[config.mk]
export PLATFORM = sky130hd
export DESIGN_NAME = bool_equiv_sweeper
export DESIGN_NICKNAME = d
export VERILOG_FILES = /design/src/rtl/bool_sweep_pkg.sv /design/src/rtl/sweep_vec_counter.sv /design/src/rtl/bool_equiv_sweeper.sv
export SDC_FILE = /design/constraint.sdc
export NUM_CORES = 1
export LEC_CHECK = 0
export CAP_MARGIN = 20
export CORE_MARGIN = 2
export CORE_UTILIZATION = 55
export DETAILED_ROUTE_END_ITERATION = 7
export PLACE_DENSITY = 0.83
export SYNTH_ARGS = -nofsm -noshare
export SYNTH_HDL_FRONTEND = slang
export SYNTH_SLANG_ARGS = --single-unit
[constraint.sdc]
create_clock -name clk -period 4.3 [get_ports clk]
set_input_delay 0.645 -clock clk [delete_from_list [all_inputs] [get_ports clk]]
set_output_delay 0.645 -clock clk [all_outputs]
set_load 0.01 [all_outputs]
[src/rtl/bool_sweep_pkg.sv]
// bool_sweep_pkg: shared state encoding and settle-counter width for the sweeper.
package bool_sweep_pkg;
    localparam int SW = 4;
    typedef enum logic [2:0] {IDLE, DRIVE, SAMPLE, WAIT_STEP, DONE} state_t;
endpackage

[src/rtl/sweep_vec_counter.sv]
// sweep_vec_counter: stimulus vector counter with all-ones detect, plus settle down-counter.
module sweep_vec_counter
    import bool_sweep_pkg::*;
#(
    parameter int N_IN = 2
) (
    input  logic            clk,
    input  logic            rst_n,
    input  logic            clr,
    input  logic            inc,
    input  logic            load,
    input  logic            dec,
    input  logic [SW-1:0]   load_val,
    output logic [N_IN-1:0] vec,
    output logic            last,
    output logic            zero
);
    logic [SW-1:0] settle;

    always_ff @(posedge clk or negedge rst_n) begin
        if (!rst_n) begin
            vec    <= '0;
            settle <= '0;
        end else begin
            vec    <= clr ? '0 : inc ? vec + 1'b1 : vec;
            settle <= load ? load_val : (dec && settle != '0) ? settle - 1'b1 : settle;
        end
    end

    assign last = &vec;
    assign zero = settle == '0;
endmodule

[src/rtl/bool_equiv_sweeper.sv]
// bool_equiv_sweeper: exhaustive equivalence sweep of two combinational functions,
// counting mismatches and capturing the first failing vector.
module bool_equiv_sweeper
    import bool_sweep_pkg::*;
#(
    parameter int N_IN   = 2,
    parameter int SETTLE = 1,
    parameter int CW     = N_IN + 1
) (
    input  logic            clk,
    input  logic            rst_n,
    input  logic            start,
    input  logic            step_mode,
    input  logic            step,
    output logic [N_IN-1:0] vec_out,
    input  logic            s_a,
    input  logic            s_b,
    output logic            busy,
    output logic            done,
    output logic            equal,
    output logic [CW-1:0]   mismatch_cnt,
    output logic            first_valid,
    output logic [N_IN-1:0] first_vec
);
    localparam logic [SW-1:0] SLOAD = SW'(SETTLE - 1);

    state_t state;
    logic   step_q, last, zero, clr, inc, dec, diff;

    always_comb begin
        clr  = state == IDLE && start;
        inc  = (state == SAMPLE && !last && !step_q) || (state == WAIT_STEP && step);
        dec  = state == DRIVE;
        diff = s_a ^ s_b;
    end

    sweep_vec_counter #(.N_IN(N_IN)) u_cnt (
        .clk      (clk),
        .rst_n    (rst_n),
        .clr      (clr),
        .inc      (inc),
        .load     (clr || inc),
        .dec      (dec),
        .load_val (SLOAD),
        .vec      (vec_out),
        .last     (last),
        .zero     (zero)
    );

    always_ff @(posedge clk or negedge rst_n) begin
        if (!rst_n) begin
            state        <= IDLE;
            step_q       <= 1'b0;
            busy         <= 1'b0;
            done         <= 1'b0;
            equal        <= 1'b0;
            mismatch_cnt <= '0;
            first_valid  <= 1'b0;
            first_vec    <= '0;
        end else begin
            done <= 1'b0;
            case (state)
                IDLE: if (start) begin
                    mismatch_cnt <= '0;
                    first_valid  <= 1'b0;
                    first_vec    <= '0;
                    equal        <= 1'b0;
                    step_q       <= step_mode;
                    busy         <= 1'b1;
                    state        <= DRIVE;
                end
                DRIVE: if (zero) state <= SAMPLE;
                SAMPLE: begin
                    if (diff) begin
                        mismatch_cnt <= mismatch_cnt + CW'(1);
                        if (!first_valid) begin
                            first_vec   <= vec_out;
                            first_valid <= 1'b1;
                        end
                    end
                    // equal must already be valid in the done cycle, so fold in this sample
                    if (last) begin
                        state <= DONE;
                        done  <= 1'b1;
                        busy  <= 1'b0;
                        equal <= mismatch_cnt == '0 && !diff;
                    end else begin
                        state <= step_q ? WAIT_STEP : DRIVE;
                    end
                end
                WAIT_STEP: if (step) state <= DRIVE;
                DONE: state <= IDLE;
                default: state <= IDLE;
            endcase
        end
    end
endmodule

==> impl_metrics.csv <==
group,metric,value,unit
status,status,"finished, final reports clean",
drt,wl,1910,um
sta,max-slew-margin-rel,42.9,%
synth,ys_seq_area_share,46.1,%
synth,syn-instance-count,101,
final_layout,seq_area,475,sq um
drt,ant_nets,0,
global_routing,grt_pass1_wl,3310,um
worst_setup_path,crit_end,"mismatch_cnt[2]",
drt,vias,806,
drt,viasPerCell,5.68,
clocking,ctsHoldBuffers,0,
worst_setup_path,critPathSlowestCell,"or4b_2",
worst_setup_path,rrSetupSlack,2.38,ns
pwr,sw_frac_of_total,38.5,%
drt,dr.pass1.iters,4,
placed_design,gp_congestion,0.750,
sta,finalCritPeriodShare,47.1,%
sta,max_freq,494,MHz
floorplanning,coreArea,1750,sq um
final_layout,antenna_cells,0,
synth,ys_ff_latch,19,
synth,synth_area_leader_cell,"dfrtp_1",
final_layout,drive_gt1_share,9.40,%
floorplanning,pin_count,18,
worst_setup_path,crit_family,"simple AND/OR/NAND/NOR gates",
sta,fin_crit,2.03,ns
synth,synth_nets,113,
floorplanning,start_util,59.1,%
pwr,powerDensity,582,nW/um^2
pwr,switching_power,0.276,mW
synth,async_flop_share,100,%
placed_design,dp_hpwl,1410,um
clocking,cts_resized,0,
worst_setup_path,cp.arrival,2.22,ns
clocking,cts_sinks,19,
floorplanning,fp.dieW,47.3,um
sta,finalClockSkew,0.000948,ns
worst_setup_path,path_buf_inv,1,
pwr,pwr-share-comb,44.8,%
final_layout,fin_nets,130,
synth,synthFlopType,"dfrtp_1",
final_layout,final_common_cell,"dfrtp_1",
clocking,root_buffer,"clkbuf_4",
worst_setup_path,crit_path_end_kind,"register",
placed_design,dp_cells,138,
sta,worst_pin_slew,0.854,ns
pwr,clkPwrFrac,12.2,%
pwr,seqPwrFrac,43.0,%
worst_setup_path,cp-startpoint,"start",
drt,drc,0,
floorplanning,die_area,2240,sq um
drt,drtIter0Drc,12,
sta,drv_slew,0,
global_routing,grt_pass1_vias,749,
placed_design,port_buffers,17,
pwr,p_leak,0.531,nW
sta,hold_viol,0,
global_routing,grt_max_degree,20,
synth,yosysTopAreaCellShare,46.1,%
worst_setup_path,reg2reg_to,"u_cnt.settle[3]",
final_layout,final_cells,142,
drt,routedWlPerCell,13.5,um
placed_design,dp_slack,1.98,ns
clocking,postCtsSetupRepairBufs,0,
final_layout,layout_common_cells,"dfrtp_1 (19), clkdlybuf4s50_1 (17), nand2_1 (12)",
clocking,cts_buffers,3,
synth,avgSynthCellArea,10.2,sq um
floorplanning,rows,15,
synth,netlist_area,1030,sq um
worst_setup_path,critical_path_depth,3,
hold_path,hold_path_class,"reg2reg",
sta,setup_viol,0,
global_routing,grt_overflow_total,0,
final_layout,multi_input_comb_area,502,sq um
sta,final.setup.worst_slack,2.27,ns
synth,synth_warnings,0,
final_layout,n_fill_cell,144,
flow_run,maxCapViolations,0,
worst_setup_path,critical-path-max-stage-delay,0.73,ns
clocking,cts_buffer_depth,2,
pwr,p_int,0.441,mW
clocking,clock_latency,0.29,ns
pwr,vdd_ir_drop_max,0.406,mV
clocking,cts_tree,"yes",
floorplanning,die_h,47.3,um
clocking,clk_pin_slew,0.10,ns
worst_setup_path,path_class,"in2reg",
synth,yosys.cell_types.count,36,
worst_setup_path,cp-start-kind,"input pin",
synth,yosys-top-cells-area,"dfrtp_1 (46%), ha_1 (6.1%), mux2i_1 (4.8%), nand2_1 (4.4%), o21ai_0 (2.9%)",
global_routing,track_usage,20.9,%
worst_setup_path,path_max_fanout,8,
final_layout,syn2layout_area_growth,19.3,%
worst_setup_path,path_cells,"clkdlybuf4s50_1, or4b_2, a31o_2",
worst_setup_path,cp.required,4.49,ns
sta,finalSetupTns,0,ns
global_routing,antenna_found_initial,0,
clocking,htree_levels,1,
synth,synth_edf_count,0,
worst_setup_path,r2r_start,"state[0]",
sta,hold_ws,0.515,ns
worst_setup_path,worst-r2r-cell-count,3,
sta,rsz0062_at_grt,"no",
cells by family (layout without fill, tap and decap cells):
family                     after synthesis  after routing  synth area share [%]
and+or+nand+nor                         39             39                  22.5
AOI/OAI and AO/OA                       19             19                  13.2
DFF                                     19             19                  46.1
buffers and inverters                   12             28                  5.33
muxes                                    6              6                  5.94
adders and majority gates                5              5                  6.06
xor gates and xnor gates                 1              1                 0.849
metal layers:
layer	part of all wire [%]	routed length, um	GRT usage (%)
met1	49	945	29.7
met2	46	874	32.4
met3	3.8	72	4.62
met4	1.1	21	5.00
met5	0	0	0
sequential cells by signal (all words and copies together) (netlist names):
| signal | flops |
|---|---|
| u_cnt.settle | 4 |
| mismatch_cnt | 3 |
| state | 3 |
| first_vec | 2 |
| u_cnt.vec | 2 |
| busy | 1 |
| done | 1 |
| equal | 1 |
| first_valid | 1 |
| step_q | 1 |
area by class of cell:
class | count | area share [%]
Timing Repair Buffer | 17 | 13.8
Tap cell | 25 | 2.54
Multi-Input combinational cell | 70 | 40.8
Sequential cell | 19 | 38.6
Clock buffer | 4 | 2.13
Inverter | 7 | 2.13
worst min-delay path by stage:
| stage | from | to | depth (start not counted) |
|---|---|---|---|
| 5_1_grt | step_q | step_q | 2 |
| 6_report | busy | busy | 2 |
| 4_1_cts | busy | busy | 2 |
| 3_3_place_gp | step_q | step_q | 2 |
| 2_1_floorplan | rst_n | busy | 0 |
| 3_5_place_dp | busy | busy | 2 |
worst min-delay path, stage by stage, from the launching register on:
cell and delay [ns]:
dfrtp_1 0.36, nor2_1 0.05, nor2_1 0.08
power groups by stage:
stage	combinational [mW]	clock, mW	sequential (mW)
finish	0.321	0.0875	0.308
global route	0.357	0.0978	0.320
CTS	0.325	0.0896	0.307
detailed placement	0.324	0	0.310
global placement	0.315	0	0.307
floorplan	0.210	0	0.299
cell usage after synthesis (all sizes together), types with 2 or more instances:
library cell  count
dfrtp            19
nand2            12
inv               7
o21ai             6
a211oi            5
ha                5
mux2i             5
nand2b            4
or3               4
buf               3
nor2              3
and2              2
clkbuf            2
nor3              2
nor3b             2
o22ai             2
or3b              2
or4               2
through the flow:
step	util, %	instance area [sq um]	power [mW]
2_1_floorplan	-	1030	0.510
3_3_place_gp	69.0	1200	0.623
3_5_place_dp	69.0	1200	0.634
4_1_cts	70.5	1230	0.721
5_1_grt	70.5	1230	0.774
6_report	70.5	1230	0.717
No activity file was read; power rests on OpenSTA's default activity.
==> edit (same settings) <==
The package constant `SW` goes from 4 to 2.
--- a/src/rtl/bool_sweep_pkg.sv
+++ b/src/rtl/bool_sweep_pkg.sv
@@ -1,5 +1,5 @@
 // bool_sweep_pkg: shared state encoding and settle-counter width for the sweeper.
 package bool_sweep_pkg;
-    localparam int SW = 4;
+    localparam int SW = 2;
     typedef enum logic [2:0] {IDLE, DRIVE, SAMPLE, WAIT_STEP, DONE} state_t;
 endpackage
Behaviour: same outputs for any inputs over 10 cycles, from zero or initial values and one cycle with rst_n low; that may be too few to reach the edited logic, so the function may still have changed.
==> edit against the original RTL <==
  * Clock skew grew 1.3 ps
  * Die area is 12% lower
  * Count of clock-buffer cells in the layout stayed put
  * Wire length shrank 17%
  * Critical endpoint is now mismatch_cnt[0]
  * Global-route usage down 1.8 points
  * Area after synthesis decreased by 13%
  * Sequential cell count is 2 lower
  * Setup slack improved by 87 ps
  * Final area down 13%
  * Total power decreased by 5.4%
==> edit: results (changes against the original RTL) <==
reg_top3: "mismatch_cnt: 3 flops, state: 3 flops"
wirelength_um: 1588  # -17%
p_comb_share_pct: 45.0  # +0.2 points
grt_pass1_vias: 613  # -18%
status: "finished clean"
track_usage_pct: 19.12  # -1.8 points
p_clk_uw: 83.7  # -4.3%
drt_first_pass_iters: 2  # -2
via_count: 656  # -19%
crit_family: "buffers and inverters"
ys_seq_area_share_pct: 47.62  # +1.6 points
drive_gt1_share_pct: 7.143  # -2.3 points
skew_ps: 2.255  # +1.307 ps
cp_max_fo: 5  # -3
fin_nets: 110  # -15%
synth_area_leaders: "dfrtp_1, ha_1, mux2i_1"
p_leak_uw: 0.0004721  # -11%
max_stage_delay_ps: 580  # -150 ps
p_int_uw: 425.5  # -3.4%
ir_drop_uv: 433.7  # +6.9%
arrival_ps: 1290  # -930 ps
reg2reg_slack_ps: 2510  # +130 ps
crit_path_top_delay_cell: "clkdlybuf4s50_1"
yosysUniqueCellTypes: 30  # -17%
dp_hpwl_um: 1144  # -19%
==> edit: final timing paths <==
path / start / to / cells past startpoint
min in group asynchronous: rst_n / mismatch_cnt[0] / 1
setup / recovery: mismatch_cnt[0] / mismatch_cnt[0] / 1
setup reg to reg: u_cnt.vec[0] / u_cnt.vec[0] / 4
hold / removal: equal / equal / 2
max in group asynchronous: rst_n / u_cnt.vec[1] / 1
hold reg to reg: equal / equal / 2
==> edit: layer usage <==
metal	up-vias	track usage, %	part of all wire (%)
met1	321	24.20	47
met5	-	0	0
met4	0	10.91	1.2
met2	11	31.47	48
met3	2	2.449	3.7
li1	322	-	-
==> edit: layout make-up <==
cell class / count / area, um2
Fill cell: 108 / 432.9
Sequential cell: 17 / 425.4
Multi-Input combinational cell: 51 / 397.9
Timing Repair Buffer: 17 / 170.2
Inverter: 9 / 33.78
Clock buffer: 4 / 26.28
Tap cell: 16 / 20.02
==> edit: metrics by stage <==
stage | instances | setup WS [ps] | cell area (um2) | hold slack, ps
global placement | 110 | 2105 | 1047 | 474.1
floorplan | 82 | 2599 | 893.4 | 349.4
global route | 114 | 2314 | 1074 | 524.4
CTS | 114 | 2362 | 1074 | 497.8
detailed placement | 110 | 2092 | 1047 | 475.9
finish | 114 | 2361 | 1074 | 495.3
==> edit: logic make-up after synthesis <==
logic type / after synthesis / share of synthesized area [%]
and+or+nand+nor: 25 / 19.05
DFF: 17 / 47.62
AOI/OAI and AO/OA: 14 / 11.07
buffers and inverters: 14 / 7.842
muxes: 6 / 6.863
adders and majority gates: 4 / 5.602
xor gates and xnor gates: 2 / 1.961
